### config.mk
export PLATFORM = sky130hd
export DESIGN_NAME = reg_writeback
export DESIGN_NICKNAME = d
export VERILOG_FILES = /design/src/rtl/rv_wb_pkg.sv /design/src/rtl/reg_writeback_wb_fifo.sv /design/src/rtl/reg_writeback.sv
export SDC_FILE = /design/constraint.sdc
export NUM_CORES = 1
export LEC_CHECK = 0
export CAP_MARGIN = 20
export CORE_MARGIN = 2
export CORE_UTILIZATION = 25
export CTS_CLUSTER_SIZE = 12
export DETAILED_ROUTE_END_ITERATION = 10
export GPL_TIMING_DRIVEN = 0
export PLACE_DENSITY_LB_ADDON = 0.12
export SYNTH_ARGS = -nofsm -noshare
export SYNTH_HDL_FRONTEND = slang
export SYNTH_SLANG_ARGS = --single-unit
export TNS_END_PERCENT = 50
### constraint.sdc
create_clock -name clk -period 5.9 [get_ports clk]
set_input_delay 1.18 -clock clk [delete_from_list [all_inputs] [get_ports clk]]
set_output_delay 1.18 -clock clk [all_outputs]
set_load 0.03 [all_outputs]
### src/rtl/rv_wb_pkg.sv
// Shared types for the register-file write-back front end.
// Entry layout, source ids and the destination one-hot helper.
package rv_wb_pkg;

  localparam int XLEN = 32;
  localparam int AW   = 5;

  typedef struct packed {
    logic [AW-1:0]   rd;
    logic [XLEN-1:0] data;
  } wb_entry_t;

  typedef enum logic {
    WB_SRC_ALU = 1'b0,
    WB_SRC_MEM = 1'b1
  } wb_src_e;

  function automatic logic [31:0] rd_onehot(
    input logic [AW-1:0] rd
  );
    return 32'(1) << rd;
  endfunction

endpackage

### src/rtl/reg_writeback_wb_fifo.sv
// Sync FIFO of write-back entries with push/pop/flush and occupancy.
// Ports: push/push_entry in, pop/flush in, head/count/entries/valid out.
module wb_fifo
  import rv_wb_pkg::*;
#(
  parameter  int DEPTH = 4,
  localparam int PW    = $clog2(DEPTH),
  localparam int CW    = PW + 1
) (
  input  logic                    clk,
  input  logic                    rst,
  input  logic                    push,
  input  wb_entry_t               push_entry,
  input  logic                    pop,
  input  logic                    flush,
  output wb_entry_t               head,
  output logic [CW-1:0]           count,
  output wb_entry_t [DEPTH-1:0]   entries,
  output logic [DEPTH-1:0]        valid
);

  wb_entry_t [DEPTH-1:0] mem_q, mem_d;
  logic [PW-1:0]         wr_q, wr_d;
  logic [PW-1:0]         rd_q, rd_d;
  logic [CW-1:0]         cnt_q, cnt_d;

  always_comb begin
    mem_d = mem_q;
    wr_d  = wr_q;
    rd_d  = rd_q;
    cnt_d = cnt_q;
    if (flush) begin
      wr_d  = '0;
      rd_d  = '0;
      cnt_d = '0;
    end else begin
      if (push) begin
        mem_d[wr_q] = push_entry;
        wr_d        = wr_q + PW'(1);
      end
      if (pop) begin
        rd_d = rd_q + PW'(1);
      end
      cnt_d = cnt_q + CW'(push) - CW'(pop);
    end
  end

  always_ff @(posedge clk or posedge rst) begin
    if (rst) begin
      mem_q <= '0;
      wr_q  <= '0;
      rd_q  <= '0;
      cnt_q <= '0;
    end else begin
      mem_q <= mem_d;
      wr_q  <= wr_d;
      rd_q  <= rd_d;
      cnt_q <= cnt_d;
    end
  end

  // Slot i is live when its distance from the read pointer
  // (mod DEPTH) is below the occupancy.
  for (genvar i = 0; i < DEPTH; i++) begin : g_valid
    assign valid[i] = {1'b0, PW'(i) - rd_q} < cnt_q;
  end

  assign head    = mem_q[rd_q];
  assign count   = cnt_q;
  assign entries = mem_q;

endmodule

### src/rtl/reg_writeback.sv
// Write-side front end of the register file: arbitrates ALU/MEM results,
// buffers them, drains one per cycle and exports a pending-rd mask.
module reg_writeback
  import rv_wb_pkg::*;
#(
  parameter  int DEPTH = 4,
  localparam int CW    = $clog2(DEPTH) + 1
) (
  input  logic            clk,
  input  logic            rst,
  input  logic            alu_valid,
  input  logic [AW-1:0]   alu_rd,
  input  logic [XLEN-1:0] alu_data,
  output logic            alu_ready,
  input  logic            mem_valid,
  input  logic [AW-1:0]   mem_rd,
  input  logic [XLEN-1:0] mem_data,
  output logic            mem_ready,
  input  logic            wb_hold,
  input  logic            flush,
  output logic            write_en,
  output logic [AW-1:0]   reg_write_des_addr,
  output logic [XLEN-1:0] write_reg_data,
  output logic [31:0]     pending_mask,
  output logic [CW-1:0]   wb_count
);

  wb_src_e               last_grant_q, last_grant_d;
  wb_entry_t             push_entry, head;
  wb_entry_t [DEPTH-1:0] entries;
  logic [DEPTH-1:0]      valid;
  logic [CW-1:0]         count;
  logic                  pop, space, push;
  logic                  grant_alu, grant_mem;

  assign pop   = (count != '0) & ~wb_hold & ~flush;
  assign space = (count < CW'(DEPTH)) | pop;

  // Round-robin: on contention the source that did not win last time
  // gets the slot.
  always_comb begin
    grant_alu = 1'b0;
    grant_mem = 1'b0;
    if (!rst && space && !flush) begin
      if (alu_valid && mem_valid) begin
        grant_alu = (last_grant_q == WB_SRC_MEM);
        grant_mem = (last_grant_q == WB_SRC_ALU);
      end else begin
        grant_alu = alu_valid;
        grant_mem = mem_valid;
      end
    end
  end

  always_comb begin
    last_grant_d = last_grant_q;
    unique case (1'b1)
      grant_alu: last_grant_d = WB_SRC_ALU;
      grant_mem: last_grant_d = WB_SRC_MEM;
      default:   last_grant_d = last_grant_q;
    endcase
  end

  always_ff @(posedge clk or posedge rst) begin
    if (rst) begin
      last_grant_q <= WB_SRC_MEM;
    end else begin
      last_grant_q <= last_grant_d;
    end
  end

  // x0 writes are handshaken but never occupy a slot.
  always_comb begin
    push_entry.rd   = grant_mem ? mem_rd : alu_rd;
    push_entry.data = grant_mem ? mem_data : alu_data;
  end

  assign push = (grant_alu | grant_mem) & (push_entry.rd != '0);

  wb_fifo #(
    .DEPTH (DEPTH)
  ) u_fifo (
    .clk        (clk),
    .rst        (rst),
    .push       (push),
    .push_entry (push_entry),
    .pop        (pop),
    .flush      (flush),
    .head       (head),
    .count      (count),
    .entries    (entries),
    .valid      (valid)
  );

  always_comb begin
    pending_mask = '0;
    for (int i = 0; i < DEPTH; i++) begin
      if (valid[i]) begin
        pending_mask = pending_mask | rd_onehot(entries[i].rd);
      end
    end
  end

  // Idle port always targets x0 with zero data.
  assign write_en           = pop;
  assign reg_write_des_addr = pop ? head.rd : '0;
  assign write_reg_data     = pop ? head.data : '0;
  assign alu_ready          = grant_alu;
  assign mem_ready          = grant_mem;
  assign wb_count           = count;

endmodule

# == Yosys cells after proc, flatten, opt, wreduce, memory -nomap -nowiden ==
# Index checks and enable logic that the tools add are counted.
# word_totals
regBits,156
inputBits,80
elab_cells,78
# classes
n_addsub,8
order_cmp,8
shifts,4
muxes,23
n_bitwise,11
n_reduce_logical,12
# op_table
cell,count
two-way mux 32 bit,6
bitwise mux 148 bit,1
<< shifter 1 x 5 -> 32 bit (first input constant),4
OR 32 bit,3
binary-select mux 37 bit (select 2 bit),1
demux 37 bit (select 2 bit),1
two-way mux 37 bit,2
less-than comparator 2 x 3 -> 1 bit,4
two-way mux 5 bit,2
two-way mux 2 bit,4
less-than comparator 2 x 3 -> 1 bit (second input constant),2
nonzero test 2 bit,3
nonzero test 5 bit,1
adder 2 x 1 -> 2 bit (second input constant),2
logical AND 1 bit,4
two-way mux 1 bit,4
subtractor 1 x 2 -> 2 bit (first input constant),2
subtractor 2 bit (first input constant),2
adder 3 x 1 -> 3 bit,1
bitwise AND 1 bit,3
less-than comparator 3 bit (second input constant),1
two-way mux 3 bit,1
inverter 1 bit,3
nonzero test 3 bit,1
6 further kinds,8

# == Longest topological paths before layout ==
# depth
word_depth,13
ltp_mapped,13

# == By module ==
# Synthesis repeated with hierarchy kept, for this count alone.
# unflattened
hier_cells,647
hier_area_um2,9375.2
# by_module_without_submodules
module,instances,cells_per_inst,area_each_um2
wb_fifo,1,412,7544.7
reg_writeback,1,235,1830.5

# == Worst setup path after synthesis ==
# Ideal clock, no wire load.
# synth_timing
path_type,input to output
from,input flush
to,output write_reg_data[10]
t_arrival_ps,2607
slack_ps,2113
cell_stages,5
path_cell_list,clkbuf_1 > or3_1 > clkbuf_1 > clkbuf_1 > nor2b_1
# synth_between
elab_chain_len,3
# synth_rtl
element,line_no,text
"start, declared",reg_writeback.sv:20,"input logic flush,"
inverter 1 bit (no line),-,
bitwise AND 1 bit,reg_writeback.sv:36,assign pop = (count != '0) & ~wb_hold & ~flush;
two-way mux 32 bit,reg_writeback.sv:107,assign write_reg_data = pop ? head.data : '0;
"end, declared",reg_writeback.sv:23,"output logic [XLEN-1:0] write_reg_data,"
# Every way passes these cells.

# == Worst setup path after layout ==
# layout_timing
from,register u_fifo.rd_q[1]
to,output pending_mask[10]
# layout_between
elab_chain_len,9
elab_cells_between_ends,15
# layout_rtl
element,line_no,text
"start, declared",reg_writeback_wb_fifo.sv:24,"logic [PW-1:0] rd_q, rd_d;"
"start signal, assigned",reg_writeback_wb_fifo.sv:57,rd_q <= rd_d;
subtractor 1 x 2 -> 2 bit,reg_writeback_wb_fifo.sv:65,"assign valid[i] = {1'b0, PW'(i) - rd_q} < cnt_q;"
less-than comparator 2 x 3 -> 1 bit,reg_writeback_wb_fifo.sv:65,
two-way mux 32 bit,reg_writeback.sv:98,if (valid[i]) begin
OR 32 bit,reg_writeback.sv:99,pending_mask = pending_mask | rd_onehot(entries[i].rd);
two-way mux 32 bit,reg_writeback.sv:98,
OR 32 bit,reg_writeback.sv:99,
two-way mux 32 bit,reg_writeback.sv:98,
OR 32 bit,reg_writeback.sv:99,
two-way mux 32 bit (*),reg_writeback.sv:98,
"end, declared",reg_writeback.sv:24,"output logic [31:0] pending_mask,"
# Every way passes the cells marked *; elsewhere a longest branch is shown, timed or not.

==> results.py <==
metrics = {
    "outcome": {
        "status": "finished clean",
    },
    "placement": {
        "place_congestion": 0.860,
        "place_ws_ns": 0.561,
        "io_buffers": 153,
        "dp_hpwl_um": 19800,
        "place_area_um2": 11800,
        "dp_cells": 1357,
    },
    "worst_setup_path": {
        "start_kind": "register",
        "r2r_end": "u_fifo.count[2]",
        "crit_arrival_ns": 4.26,
        "crit_cells": 9,
        "cp_slowest_cell": "a2111oi_0",
        "critPathKind": "reg2out",
        "max_stage_delay_ns": 0.79,
        "path_max_fanout": 10,
        "cp-end-kind": "primary output",
        "crit_required_ns": 4.72,
        "rr_startpoint": "u_fifo.count[0]",
        "cpMostUsedCell": "buf_1",
        "path_cells": "buf_1, xnor2_1, ha_1, nor2b_1, a2111oi_0, buf_1, a22oi_1, o221ai_1, clkdlybuf4s50_1",
        "regToRegSetupSlack_ns": 2.69,
        "crit_buf_inv": 3,
        "reg2regPathDepth": 13,
        "critPathTopFamily": "buffers and inverters",
    },
    "timing": {
        "tightest_slew_ns": 0.865,
        "rsz0062_at_grt": "false",
        "fin_crit_sh": 0.923,
        "fmax_ghz": 0.184,
        "report.final.slew_viol_count": 0,
        "hold_viol": 0,
        "slew_headroom": 0.408,
        "setup_viol": 0,
        "finalCriticalPeriod_ns": 5.44,
        "fin_worst_skew_ns": 0.0121,
        "fin_setup_tns_ns": 0,
        "worst_slack_ns": 0.456,
        "holdWs_ns": 0.505,
    },
    "finish": {
        "final_area_um2": 12400,
        "antenna_cells": 0,
        "layoutNonFillerInstCount": 1391,
        "drive_gt1_frac": 0.342,
        "final_util": 0.329,
        "final_nets": 959,
        "syn2layout_area_growth_pct": 29.2,
        "fillers": 3757,
    },
    "hold_path": {
        "whs_path_depth": 1,
        "hold_path_end": "u_fifo.entries[137]",
        "min_from": "u_fifo.entries[137]",
        "min_path_type": "reg2reg",
    },
    "floorplan": {
        "core_region_area_um2": 37800,
        "ioPinCount": 155,
        "die_w_um": 200,
        "rows": 71,
        "initial_utilization": 0.255,
        "die_h_um": 200,
        "die_area_um2": 40100,
    },
    "detailed_routing": {
        "wl_per_cell_um": 20.3,
        "ant_nets": 0,
        "first_pass_iters": 4,
        "vias": 6490,
        "routed_wl_um": 28200,
        "drc": 0,
        "drtIter0Drc": 338,
        "via_per_inst": 4.67,
    },
    "clock_tree": {
        "postCtsHoldBufs": 0,
        "cts_buffers": 17,
        "cts_setup_buffers": 0,
        "htree_levels": 4,
        "cts_num_sinks": 156,
        "clk_pin_slew_ns": 0.07,
        "ctsRootBufferMaster": "clkbuf_16",
        "clockBufferDepth": 2,
        "clk_latency_ns": 0.43,
        "cts_resized": 0,
        "cts_tree": "done",
    },
    "yosys": {
        "ys_warn_count": 0,
        "synthFlopType": "dfrtp_1",
        "synth_top_area_frac": 0.403,
        "synth_compound_area_frac": 0.0844,
        "syn-num-nets": 778,
        "synth.cell_area_um2": 9620,
        "synth_edf_count": 0,
        "synthXorXnorAreaFrac": 0.00364,
        "muxShareOfSynthArea": 0.353,
        "synth-seq-cells": 156,
        "yosysUniqueCellTypes": 57,
        "syn_inst": 687,
        "synthSimpleGateAreaFrac": 0.0853,
        "synthTopCellsByArea": "dfrtp_1 (40%), mux2_4 (19%), mux4_2 (8.7%)",
        "synth-seq-area-share": 0.406,
        "synthAdderAreaFrac": 0.0151,
        "avgSynthCellArea_um2": 14.0,
        "synth_top_family_by_area": "multiplexers",
        "synthArstFlopShare": 1.00,
        "yosysTopAreaCell": "dfrtp_1",
    },
    "global_routing": {
        "grt_max_degree": 110,
        "antenna_found_initial": 2,
        "grt_pass1_wl_um": 43600,
        "track_usage": 0.143,
        "first_global_vias": 6955,
        "grt_overflow": 0,
    },
    "pwr": {
        "ir_drop_mv": 0.210,
        "powerDensity_nw_per_um2": 421,
        "power.leakage_nw": 4.95,
        "finalPower_mw": 5.23,
    },
    "job": {
        "cap_violations": 0,
    },
}
==> synthesized netlist by cell type (all sizes together) (2+ instances only) <==
| cell | count |
|---|---|
| nand3b | 3 |
| nand2 | 10 |
| mux2 | 186 |
| mux4 | 37 |
| nand2b | 18 |
| o2bb2a | 3 |
| a22oi | 10 |
| ha | 10 |
| a2bb2oi | 3 |
| o211ai | 4 |
| o221ai | 14 |
| and2 | 4 |
| a21boi | 2 |
| or2 | 3 |
| nor2b | 52 |
| a2111oi | 8 |
| and3 | 2 |
| o2111ai | 8 |
| nor2 | 15 |
| clkbuf | 15 |
| or3b | 2 |
| or4 | 2 |
| nand3 | 2 |
| dfrtp | 155 |
| buf | 30 |
| inv | 19 |
| xnor2 | 4 |
| nor3 | 4 |
| nor4b | 4 |
| o22ai | 16 |
| nor3b | 3 |
| a221o | 16 |
| or3 | 4 |
| o21ai | 2 |
| a21oi | 4 |
==> layout by cell type, fill, tap and decap left out, types with 4 or more instances in the layout <==
cell type and n:
dfrtp_1 155, clkdlybuf4s50_1 153, mux2_4 123, mux2_2 63, nor2b_1 52, mux4_2 37
inv_1 18, nand2b_1 18, clkbuf_16 17, o22ai_1 16, a221o_1 16, clkbuf_1 15
nor2_1 15, o221ai_1 14, buf_12 12, nand2_1 10, a22oi_1 10, ha_1 10
buf_6 8, buf_1 8, o2111ai_1 8, a2111oi_0 8, buf_2 7, inv_6 7
a21oi_1 4, nor4b_2 4, xnor2_1 4, and2_1 4, o211ai_1 4, inv_8 4
==> state kept, by name, indices dropped and copies added, names as in the netlist <==
name and count:
u_fifo.entries 148, u_fifo.wr_q 2, u_fifo.rd_q 2, last_grant_q 1, u_fifo.count 3
==> layer usage <==
| layer | vias up | GRT usage | share of wire |
|---|---|---|---|
| met4 | 4 | 0.0432 | 0.019 |
| met3 | 33 | 0.0231 | 0.038 |
| met1 | 3294 | 0.202 | 0.49 |
| met2 | 188 | 0.223 | 0.45 |
| met5 | - | 0 | 0.00096 |
| li1 | 2971 | - | - |
==> where the power goes <==
group          total [mW]  switching, mW  internal [mW]
Sequential           1.80          0.290           1.51
Clock                1.06          0.509          0.555
Combinational        2.36           1.05           1.31
==> worst max path at each step <==
stage | start | to
4_1_cts | u_fifo.rd_q[1] | pending_mask[4]
3_3_place_gp | rst | u_fifo.entries[83]
3_5_place_dp | u_fifo.rd_q[1] | pending_mask[4]
5_1_grt | u_fifo.rd_q[1] | pending_mask[2]
6_report | u_fifo.rd_q[1] | pending_mask[10]
2_1_floorplan | rst | u_fifo.count[0]
==> cell families after synthesis <==
logic type / after synthesis
adder cells (fa/ha/maj): 11
AND/OR/NAND/NOR: 131
flip-flops: 156
buffers and inverters: 64
XOR/XNOR: 4
multiplexers: 224
AO/OA/AOI/OAI: 97
==> layout make-up <==
cell class	count	area (µm²)	share of cell area
tap	511	639	0.0514
sequential	156	3910	0.314
clock buffer	17	425	0.0342
timing repair buffer	162	1610	0.129
multi-input combinational	467	5210	0.419
clock inverter	14	125	0.0101
buffer	45	433	0.0348
inverter	19	78.8	0.00634
Note: power is estimated with default switching activity, not from simulation.
